--- src/rtl/uart_rx_fifo.sv ---
// ---------------------------------------------------------------------------
// uart_rx_fifo
//   Receive-side byte queue between a UART receiver and a host. Bytes arrive
//   as one-cycle din_valid strobes. The host pops one byte per asserted rd
//   cycle. dout is first-word-fall-through: it shows the head byte without a
//   pop, and reads 8'h00 while the queue is empty.
//
//   Parameters
//     AW      : address width; depth = 2**AW entries
//     THRESH  : fill level that raises thresh_irq (1..2**AW)
//
//   Ports
//     clk        in   system clock, rising edge
//     reset      in   synchronous reset, active low
//     din        in   received byte
//     din_valid  in   din strobe
//     rd         in   host pop strobe
//     dout       out  head-of-queue byte, 8'h00 when empty
//     empty      out  queue holds 0 bytes
//     full       out  queue holds 2**AW bytes
//     count      out  fill level, 0..2**AW
//     overrun    out  sticky: a byte was dropped because the queue was full
//     clr_ovr    in   clears overrun (a same-cycle drop wins)
//     thresh_irq out  fill-level interrupt
//
//   Build option
//     UART_RX_FIFO_THRESH_EN : when defined, thresh_irq is registered as
//     (count_next >= THRESH) | overrun_next. When undefined, thresh_irq is
//     tied low and the comparator is not built.
// ---------------------------------------------------------------------------
module uart_rx_fifo #(
  parameter int AW     = 4,
  parameter int THRESH = 8
) (
  input  logic          clk,
  input  logic          reset,
  input  logic [7:0]    din,
  input  logic          din_valid,
  input  logic          rd,
  output logic [7:0]    dout,
  output logic          empty,
  output logic          full,
  output logic [AW:0]   count,
  output logic          overrun,
  input  logic          clr_ovr,
  output logic          thresh_irq
);

  localparam int          DEPTH   = 2 ** AW;
  localparam logic [AW:0] DEPTH_C = (AW+1)'(DEPTH);

  logic [7:0]    mem_q [DEPTH];
  logic [AW-1:0] wr_ptr_q, wr_ptr_d;
  logic [AW-1:0] rd_ptr_q, rd_ptr_d;
  logic [AW:0]   count_q, count_d;
  logic          empty_q, empty_d;
  logic          full_q, full_d;
  logic          overrun_q, overrun_d;

  logic          wr_en;
  logic          rd_en;
  logic          drop;

  // A write into a full queue is still accepted when a pop happens in the
  // same cycle: the head leaves as the new byte lands in the freed slot.
  // A read against an empty queue is simply ignored, so a simultaneous
  // write and read on an empty queue only writes.
  always_comb begin
    rd_en = rd && !empty_q;
    wr_en = din_valid && (!full_q || rd);
    drop  = din_valid && full_q && !rd;
  end

  always_comb begin
    wr_ptr_d = wr_ptr_q;
    rd_ptr_d = rd_ptr_q;
    count_d  = count_q;

    if (wr_en) begin
      wr_ptr_d = wr_ptr_q + AW'(1);
    end
    if (rd_en) begin
      rd_ptr_d = rd_ptr_q + AW'(1);
    end

    case ({wr_en, rd_en})
      2'b10:   count_d = count_q + (AW+1)'(1);
      2'b01:   count_d = count_q - (AW+1)'(1);
      default: count_d = count_q;
    endcase

    empty_d = (count_d == '0);
    full_d  = (count_d == DEPTH_C);

    // Drop has priority over clear so a same-cycle loss is never hidden.
    overrun_d = overrun_q;
    if (clr_ovr) begin
      overrun_d = 1'b0;
    end
    if (drop) begin
      overrun_d = 1'b1;
    end
  end

  always_ff @(posedge clk) begin
    if (!reset) begin
      wr_ptr_q  <= '0;
      rd_ptr_q  <= '0;
      count_q   <= '0;
      empty_q   <= 1'b1;
      full_q    <= 1'b0;
      overrun_q <= 1'b0;
    end else begin
      wr_ptr_q  <= wr_ptr_d;
      rd_ptr_q  <= rd_ptr_d;
      count_q   <= count_d;
      empty_q   <= empty_d;
      full_q    <= full_d;
      overrun_q <= overrun_d;
    end
  end

  // Storage is not cleared by reset, but a write strobe during reset must not
  // disturb it either.
  always_ff @(posedge clk) begin
    if (reset && wr_en) begin
      mem_q[wr_ptr_q] <= din;
    end
  end

  always_comb begin
    dout = 8'h00;
    if (!empty_q) begin
      dout = mem_q[rd_ptr_q];
    end
  end

  assign empty   = empty_q;
  assign full    = full_q;
  assign count   = count_q;
  assign overrun = overrun_q;

`ifdef UART_RX_FIFO_THRESH_EN
  localparam logic [AW:0] THRESH_C = (AW+1)'(THRESH);

  logic thresh_q;
  logic thresh_d;

  // Built from next-state values so the interrupt moves on the same edge as
  // count and overrun.
  always_comb begin
    thresh_d = (count_d >= THRESH_C) || overrun_d;
  end

  always_ff @(posedge clk) begin
    if (!reset) begin
      thresh_q <= 1'b0;
    end else begin
      thresh_q <= thresh_d;
    end
  end

  assign thresh_irq = thresh_q;
`else
  assign thresh_irq = 1'b0;
`endif

endmodule

--- config.mk ---
export PLATFORM = sky130hd
export DESIGN_NAME = uart_rx_fifo
export DESIGN_NICKNAME = d
export VERILOG_FILES = /design/src/rtl/uart_rx_fifo.sv
export SDC_FILE = /design/constraint.sdc
export NUM_CORES = 1
export LEC_CHECK = 0
export BUFFER_PORTS_ARGS = -buffer_cell sky130_fd_sc_hd__clkbuf_2
export CAP_MARGIN = 10
export CORE_MARGIN = 2
export CORE_UTILIZATION = 41
export CTS_CLUSTER_DIAMETER = 100
export DETAILED_ROUTE_END_ITERATION = 8
export GPL_ROUTABILITY_DRIVEN = 1
export HOLD_SLACK_MARGIN = 0.08
export SLEW_MARGIN = 10
export SYNTH_ARGS = -nofsm -noshare
export SYNTH_HDL_FRONTEND = slang
export SYNTH_SLANG_ARGS = --single-unit
--- constraint.sdc ---
create_clock -name clk -period 6 [get_ports clk]
set_clock_uncertainty 0.15 [all_clocks]
set_input_delay 0.3 -clock clk [delete_from_list [all_inputs] [get_ports clk]]
set_output_delay 0.3 -clock clk [all_outputs]
set_load 0.02 [all_outputs]
==> results.toml, run 1 <==
[synth]
postSynthAreaPerCell_um2 = 19.0
synth_area_leaders = "edfxtp_1 (65%), mux4_2 (15%), dfxtp_1 (6.7%), and2_1 (1.8%), ha_1 (1.7%)"
syn-cell-area_um2 = 5930
yosysMostFrequentCell = "edfxtp_1"
yosysUniqueCellTypes = 39
synth_edf_count = 128
synth_area_leader_cell = "edfxtp_1"
synth_flop_cell = "edfxtp_1"
netlist_instances = 313
yosysWarningCount = 0
ys_seq_area_frac = 0.715
ys_ff_latch = 148
synth_top_cells_by_count = "edfxtp_1 (128), mux4_2 (40), nor2_1 (21), dfxtp_1 (20), and2_1 (17)"
synth_fp_nets = 334
synth_top_area_share = 0.648
synthArstFlopShare = 0

[place]
gp_congestion = 0.721
io_buffers = 28
post-dp-hpwl_mm = 7.31

[die]
io_pins = 30
fp.dieArea_um2 = 15400
core_um2 = 14000
rows = 43
die_w_um = 124
start_util = 0.424
fp.dieH_um = 124

[route]
ant_nets = 0
drtIter0Drc = 274
wl_per_cell_um = 21.2
drc_errors = 0
via_per_inst = 5.38
drtPass1Iterations = 5
drt_wl_total_mm = 11.5
via_count = 2927

[cells_and_area]
drive_gt1_frac = 0.277
area_growth_pct = 15.7
diodes = 0
fillerInstances = 1171
fin_nets = 372
final_util = 0.491

[sta]
setup_viol = 0
fmax_mhz = 296
worst_pin_slew_ns = 0.666
rsz0062_at_grt = "no"
post-route-min-period_ns = 3.38
finalCritPeriodShare = 0.564
relSlewSlack = 0.556
finalHoldViolCount = 0
setup_tns_ns = 0
drv_slew = 0
holdWs_ns = 0.155

[worst_setup_path]
crit_chain = "buf_4 > mux4_2 > mux4_2 > nor2b_1 > clkbuf_2"
worst-setup-path-type = "register to output port"
worst_ep_arrival_time_ns = 2.93
crit_slowest_cell = "dfxtp_2"
cpPeakStageDelay_ns = 0.70
crit_buf_inv = 2
ff2ff_path_depth = 9
r2r_slack_ns = 2.99
crit_path_end_kind = "output port"
cp-start-kind = "register"
regToRegStartpoint = "empty$_SDFF_PN1_"
cpMostUsedCell = "mux4_2"
crit_path_max_fanout = 17
crit_required_ns = 5.55
cp_top_family = "multiplexers"
r2r-end = "full$_SDFF_PN0_"

[global_routing]
grt_usage = 0.160
grt_pass1_vias = 3022
grt_max_degree = 33
grt_pass1_wl_mm = 18.1
antenna_found_initial = 0
gr-total-overflow = 0

[run]
cap_viol_max_count = 0

[min_path]
min_path_cells = 1
holdCritStartpoint = "din[5]"
hold_end = "mem_q[14][5]$_DFFE_PP_"
hp-class = "input port to register"

[power_and_ir_drop]
pwr_density_cell_nw_per_um2 = 363
leakage_uw = 0.00227
vdd_ir_drop_max_uv = 210

[clock_network]
htreeDepth = 4
postCtsSetupBuffers = 0
clk_latency_ns = 0.41
clkTransAtPathRegs_ns = 0.06
root_buffer = "clkbuf_16"
cts_tree = "done"
cts_num_sinks = 148
numCtsBuffers = 17
post_cts_resized = 0
clk_path_buf_depth = 2

[outcome]
status = "completed"
==> final cells by class <==
cell class / count / area [µm²] / share of cell area
flip-flops and latches: 148 / 4250 / 0.619
multi-input cells: 142 / 1580 / 0.230
clock inverters: 12 / 161 / 0.0235
inverters: 9 / 33.8 / 0.00492
repair buffers: 33 / 185 / 0.0270
well taps: 180 / 225 / 0.0328
clock buffers: 20 / 437 / 0.0636
==> sequential cells by signal (all words and copies together) (netlist names), named ones only <==
| name | cells |
|---|---|
| rd_ptr_q | 4 |
| empty | 1 |
| overrun | 1 |
| wr_ptr_q | 4 |
| mem_q | 128 |
| full | 1 |
| count | 5 |
==> what timing repair did <==
item,in CTS,in global routing
setup endpoints to repair,0,0
hold buffers,3,0
hold endpoints to repair,4,0
==> how the worst max path moves through the flow <==
| stage | end | slack, ns | cells past startpoint |
|---|---|---|---|
| after global placement | full$_SDFF_PN0_ | 3.01 | 12 |
| after global routing | dout[4] | 2.42 | 5 |
| after detailed placement | full$_SDFF_PN0_ | 2.89 | 12 |
| after floorplan | full$_SDFF_PN0_ | 3.25 | 11 |
| final | dout[7] | 2.62 | 5 |
| after CTS | dout[4] | 2.55 | 5 |
==> worst reg2reg max path, stage by stage (launching register included) <==
cell and delay [ns]:
dfxtp_1 0.46, nor2_1 0.45, ha_1 0.44, xor2_1 0.18
ha_1 0.20, nor2_1 0.06, o31a_1 0.25, o211ai_1 0.24
xnor2_1 0.19, nor4b_1 0.29
==> power by group <==
| part | internal [µW] | leakage [µW] | total, µW | switching (µW) |
|---|---|---|---|---|
| registers | 1140 | 0.00132 | 1180 | 40.0 |
| logic | 116 | 0.000663 | 239 | 123 |
| clock network | 689 | 0.000295 | 1070 | 384 |
| total | 1940 | 0.00227 | 2490 | 547 |
==> layout by cell type (no fill, tap or decap), types with 2 or more instances in the layout <==
| master | instances |
|---|---|
| clkinv_2 | 6 |
| clkbuf_2 | 28 |
| nor2_1 | 21 |
| dlygate4sd3_1 | 3 |
| mux2i_1 | 3 |
| clkbuf_16 | 17 |
| buf_4 | 2 |
| xnor2_1 | 5 |
| ha_1 | 8 |
| clkbuf_1 | 3 |
| nand2b_1 | 2 |
| nand4_1 | 2 |
| edfxtp_1 | 128 |
| o21ai_0 | 4 |
| nand2_1 | 3 |
| and2_1 | 17 |
| dfxtp_1 | 19 |
| a21oi_1 | 2 |
| nor4_1 | 2 |
| o211ai_1 | 2 |
| xor2_1 | 5 |
| mux4_2 | 40 |
| inv_1 | 7 |
| bufinv_16 | 4 |
| nor2b_1 | 11 |
| inv_2 | 2 |
==> per-layer routing <==
| layer | routed length (µm) | part of all wire | GRT usage |
|---|---|---|---|
| met4 | 197 | 0.017 | 0.0694 |
| met5 | 0 | 0 | 0 |
| met1 | 5190 | 0.45 | 0.223 |
| met3 | 597 | 0.052 | 0.0348 |
| met2 | 5550 | 0.48 | 0.246 |
==> per-stage QoR <==
stage	total power (µW)	cell area, µm²	std cells	setup WS, ns
2_1_floorplan	1370	5930	313	3.25
3_3_place_gp	1440	6230	509	3.01
3_5_place_dp	1440	6230	509	2.89
4_1_cts	2520	6860	544	2.55
5_1_grt	2580	6860	544	2.42
6_report	2490	6860	544	2.62
==> cell families after synthesis <==
family | share of synthesized area
buffers and inverters | 0.0192
adder cells (fa/ha/maj) | 0.0169
multiplexers | 0.157
AND/OR/NAND/NOR | 0.0571
flip-flops | 0.715
other | 0.000632
AO/OA/AOI/OAI | 0.0192
XOR/XNOR | 0.0148
(Power assumes the default switching activity.)
==> run 2: changes to the inputs <==
- ABC_AREA: default -> 1
- clock period: 6 -> 2.92 ns (I/O delays scaled with it)
==> run 2 against run 1 <==
- sequential power increased by 100%
- worst hold slack improved by 0.20 ns
- setup slack got worse by 2.2 ns
- non-clock buffer count up 35
==> results.toml, run 2 <==
[outcome]
status = "completed"

[worst_setup_path]
r2r-end = "empty$_SDFF_PN1_"
ff2ff_path_depth = 12
cp-start-kind = "register"
crit_path_max_fanout = 56
worst-setup-path-type = "register to output port"
crit_required_ns = 2.62
worst_ep_arrival_time_ns = 2.18
r2r_slack_ns = 0.57
regToRegStartpoint = "full$_SDFF_PN0_"
crit_path_end_kind = "output port"

[sta]
post-route-min-period_ns = 2.48
drv_slew = 0
fmax_mhz = 403
worst_pin_slew_ns = 0.693
relSlewSlack = 0.534
rsz0062_at_grt = "no"
finalHoldViolCount = 0
finalCritPeriodShare = 0.850
setup_viol = 0
setup_tns_ns = 0

[power_and_ir_drop]
pwr_density_cell_nw_per_um2 = 740
power_uw = 5430
leakage_uw = 0.00259
vdd_ir_drop_max_uv = 357

[route]
drtPass1Iterations = 5
ant_nets = 0
via_count = 4163
drc_errors = 0
drtIter0Drc = 425
drt_wl_total_mm = 13.4
wl_per_cell_um = 17.1
via_per_inst = 5.31

[cells_and_area]
drive_gt1_frac = 0.160
top_register = "mem_q"
fillerInstances = 1265
final_common_cell = "edfxtp_1"
fin_nets = 608
mostFrequentLayoutCells = "edfxtp_1 (128), nor2_1 (112), o21ai_1 (41)"
largest_reg_flops = 128
area_growth_pct = 19.5
diodes = 0

[global_routing]
grt_max_degree = 57
grt_pass1_vias = 3903
antenna_found_initial = 0
gr-total-overflow = 0
grt_pass1_wl_mm = 21.2
grt_usage = 0.176

[synth]
netlist_instances = 525
synth_top_area_share = 0.626
yosysUniqueCellTypes = 30
synth_area_leaders = "edfxtp_1 (63%), nor2_1 (6.8%), dfxtp_1 (6.5%), o21ai_1 (3.3%), o21ai_0 (3.2%)"
synth_edf_count = 128
yosysMostFrequentCell = "edfxtp_1"
synth_fp_nets = 546
synth_flop_cell = "edfxtp_1"
postSynthAreaPerCell_um2 = 11.7
yosysWarningCount = 0
ys_ff_latch = 148
synth_top_cells_by_count = "edfxtp_1 (128), nor2_1 (112), o21ai_1 (41), o21ai_0 (39), nand2_1 (31)"
syn-cell-area_um2 = 6140
synth_area_leader_cell = "edfxtp_1"
synthArstFlopShare = 0
ys_seq_area_frac = 0.691

[min_path]
hp-class = "register to register"
holdCritStartpoint = "rd_ptr_q[2]$_SDFFE_PN0N_"
min_path_cells = 2

[clock_network]
postCtsSetupBuffers = 0
cts_num_sinks = 148
clk_path_buf_depth = 2
htreeDepth = 4
clkTransAtPathRegs_ns = 0.05
root_buffer = "clkbuf_16"
numCtsBuffers = 17
clk_latency_ns = 0.41
cts_tree = "done"

[die]
start_util = 0.421
core_um2 = 14600
io_pins = 30
fp.dieArea_um2 = 16000
rows = 44
fp.dieH_um = 126
die_w_um = 126

[place]
gp_congestion = 0.837
io_buffers = 28
post-dp-hpwl_mm = 8.56

[run]
cap_viol_max_count = 0
==> run 2: worst max path at each step <==
stage / to / cells past startpoint / start / slack [ns]
after floorplan: mem_q[12][0]$_DFFE_PP_ / 5 / full$_SDFF_PN0_ / 0.65
after global placement: empty$_SDFF_PN1_ / 12 / full$_SDFF_PN0_ / 0.70
after detailed placement: empty$_SDFF_PN1_ / 12 / full$_SDFF_PN0_ / 0.59
after CTS: dout[5] / 7 / register / 0.41
after global routing: empty$_SDFF_PN1_ / 15 / rd / 0.21
final: dout[5] / 6 / register / 0.44
==> run 2: metrics by stage <==
step	area, µm²	hold slack, ns	instances	util	worst slack, ns
after floorplan	6140	0.0949	525	-	0.655
after detailed placement	6560	0.254	738	0.450	0.590
after global routing	7340	0.399	784	0.503	0.205
after CTS	7340	0.366	784	0.503	0.412
final	7340	0.359	784	0.503	0.439
after global placement	6560	0.252	738	0.450	0.695
==> run 2: cells by family (layout without fill, tap and decap cells) <==
kind of cell    Yosys count  in the layout  synth area share
xor+xnor                  1              1           0.00143
other cells               1              1          0.000611
buf+inv                  57            132            0.0473
compound gates          132            132             0.125
simple gates            178            178             0.119
fa+ha+maj                 8              8            0.0163
flops                   148            148             0.691
==> run 2: per-layer routing <==
metal,vias to the layer above,GRT usage,share of wire
met4,0,0.0498,0.0095
met1,2011,0.242,0.45
met2,134,0.275,0.48
li1,2009,-,-
met3,9,0.0477,0.060
met5,-,0,0
==> run 2: cell type report <==
type | count | area [µm²] | share of cell area
Clock buffer | 20 | 437 | 0.0595
Clock inverter | 12 | 203 | 0.0276
Inverter | 32 | 123 | 0.0167
Multi-Input combinational cell | 320 | 1610 | 0.220
Sequential cell | 148 | 4250 | 0.578
Tap cell | 184 | 230 | 0.0314
Timing Repair Buffer | 68 | 488 | 0.0665
==> run 2: timing repair <==
item / in CTS / in global routing
gates resized for setup: 0 / 0
hold buffers: 14 / 0
hold endpoints to repair: 147 / 0
==> run 2: critical path: stages, from the launching register on <==
cell and delay (ns):
dfxtp_2 0.47, buf_12 0.27, o21ai_0 0.14, o221ai_1 0.23, nand3_1 0.16, a21oi_1 0.25, clkbuf_2 0.21
==> run 2: report_power, final <==
part | leakage [µW] | internal, µW | switching, µW
clock | 0.000309 | 1520 | 803
sequential | 0.00132 | 2340 | 47.0
combinational | 0.000969 | 240 | 482
total | 0.00259 | 4100 | 1330
==> run 3: changes to the inputs <==
- clock period: 2.92 -> 2.55 ns (I/O delays scaled with it)
==> run 3 against run 2 <==
- sequential power grew 15%
- clock power is 4% higher
- largest power group unchanged
- setup slack worse by 0.27 ns
- critical path depth rose by 1
- critical path type unchanged
- first-iteration DRC count decreased by 11%
- utilization fell by 0.37 points
==> results.toml, run 3 (same netlist as run 2, synthesis figures left out) <==
[clock_network]
htreeDepth = 4
cts_tree = "done"
root_buffer = "clkbuf_16"
numCtsBuffers = 17
clk_path_buf_depth = 2
cts_num_sinks = 148
clkTransAtPathRegs_ns = 0.06
postCtsSetupBuffers = 0
clk_latency_ns = 0.42

[sta]
setup_viol = 0
rsz0062_at_grt = "yes"
drv_slew = 0
finalHoldViolCount = 0
finalCritPeriodShare = 0.934
fmax_mhz = 420
post-route-min-period_ns = 2.38
fin_ws_ns = 0.168

[cells_and_area]
final_common_cell = "edfxtp_1"
diodes = 0
drive_gt1_frac = 0.163
mostFrequentLayoutCells = "edfxtp_1 (128), nor2_1 (112), o21ai_1 (42)"
top_register = "mem_q"
fin_area_um2 = 7290
fin_nets = 608
area_growth_pct = 18.6
largest_reg_flops = 128

[worst_setup_path]
crit_path_end_kind = "output port"
ff2ff_path_depth = 15
r2r_slack_ns = 0.38
worst-setup-path-type = "register to output port"
crit_required_ns = 2.27
r2r-end = "empty$_SDFF_PN1_"
worst_ep_arrival_time_ns = 2.10
cp-start-kind = "register"
crit_path_max_fanout = 18
regToRegStartpoint = "full$_SDFF_PN0_"

[die]
die_w_um = 126
start_util = 0.421
io_pins = 30
core_um2 = 14600
fp.dieArea_um2 = 16000
fp.dieH_um = 126
rows = 44

[place]
io_buffers = 28
gp_congestion = 0.846
dpl_cell_area_um2 = 6570
post-dp-hpwl_mm = 8.61
dp_slack_ns = 0.222

[run]
cap_viol_max_count = 0

[global_routing]
grt_pass1_vias = 4031
grt_pass1_wl_mm = 21.5
grt_max_degree = 31
grt_usage = 0.178
gr-total-overflow = 0
antenna_found_initial = 0

[route]
wl_per_cell_um = 17.0
drtPass1Iterations = 5
via_count = 4132
drc_errors = 0
ant_nets = 0
via_per_inst = 5.27
drtIter0Drc = 379
drt_wl_total_mm = 13.3

[min_path]
min_path_cells = 2
hold_end = "rd_ptr_q[2]$_SDFFE_PN0N_"
hp-class = "register to register"
holdCritStartpoint = "rd_ptr_q[2]$_SDFFE_PN0N_"

[power_and_ir_drop]
leakage_uw = 0.00257
vdd_ir_drop_max_uv = 550
pwr_density_cell_nw_per_um2 = 822
power_uw = 5990

[outcome]
status = "completed"
-- run 3: per-layer routing --
metal  GRT usage  part of all wire
met5           0                 0
met1       0.228              0.44
met4      0.0621             0.014
met3      0.0493             0.056
met2       0.292              0.49
-- run 3: how the worst max path moves through the flow --
stage | startpoint | endpoint | slack (ns) | depth (start not counted)
5_1_grt | register | dout[5] | -0.01 | 7
3_3_place_gp | full$_SDFF_PN0_ | empty$_SDFF_PN1_ | 0.33 | 12
4_1_cts | register | dout[5] | 0.01 | 7
2_1_floorplan | full$_SDFF_PN0_ | mem_q[12][0]$_DFFE_PP_ | 0.28 | 5
3_5_place_dp | full$_SDFF_PN0_ | empty$_SDFF_PN1_ | 0.22 | 12
6_report | register | dout[5] | 0.17 | 7
-- run 3: area by class of cell --
type	instances	area (µm²)
tap	184	230
fill	1263	7300
sequential	148	4250
clock buffer	20	437
clock inverter	12	138
timing repair buffer	68	493
multi-input combinational	320	1620
inverter	32	123
-- run 3: critical path: stages, from the launching register on --
cell and delay [ns]:
dfxtp_4 0.41, inv_4 0.19, buf_6 0.20, nor2_1 0.08
o221ai_1 0.23, nand3_1 0.15, a21oi_1 0.21, clkbuf_2 0.21
-- run 3: what timing repair did --
| item | 4_1_cts | 5_1_grt |
|---|---|---|
| hold buffers | 13 | 0 |
| endpoints found under the hold margin | 148 | 0 |
| resized for setup | 0 | 7 |
| setup endpoints to repair | 0 | 11 |
-- run 3: power breakdown --
part / switching, µW / leakage, µW / internal [µW]
registers: 58.0 / 0.00132 / 2680
logic: 548 / 0.000970 / 282
clock network: 898 / 0.000278 / 1520
-- run 3: per-stage QoR --
stage | cells | TNS, ns | utilization | hold slack (ns)
6_report | 784 | 0 | 0.499 | 0.352
5_1_grt | 784 | -0.0166 | 0.499 | 0.382
3_5_place_dp | 739 | 0 | 0.450 | 0.241
3_3_place_gp | 739 | 0 | 0.450 | 0.232
4_1_cts | 784 | 0 | 0.498 | 0.351
2_1_floorplan | 525 | 0 | - | 0.0764
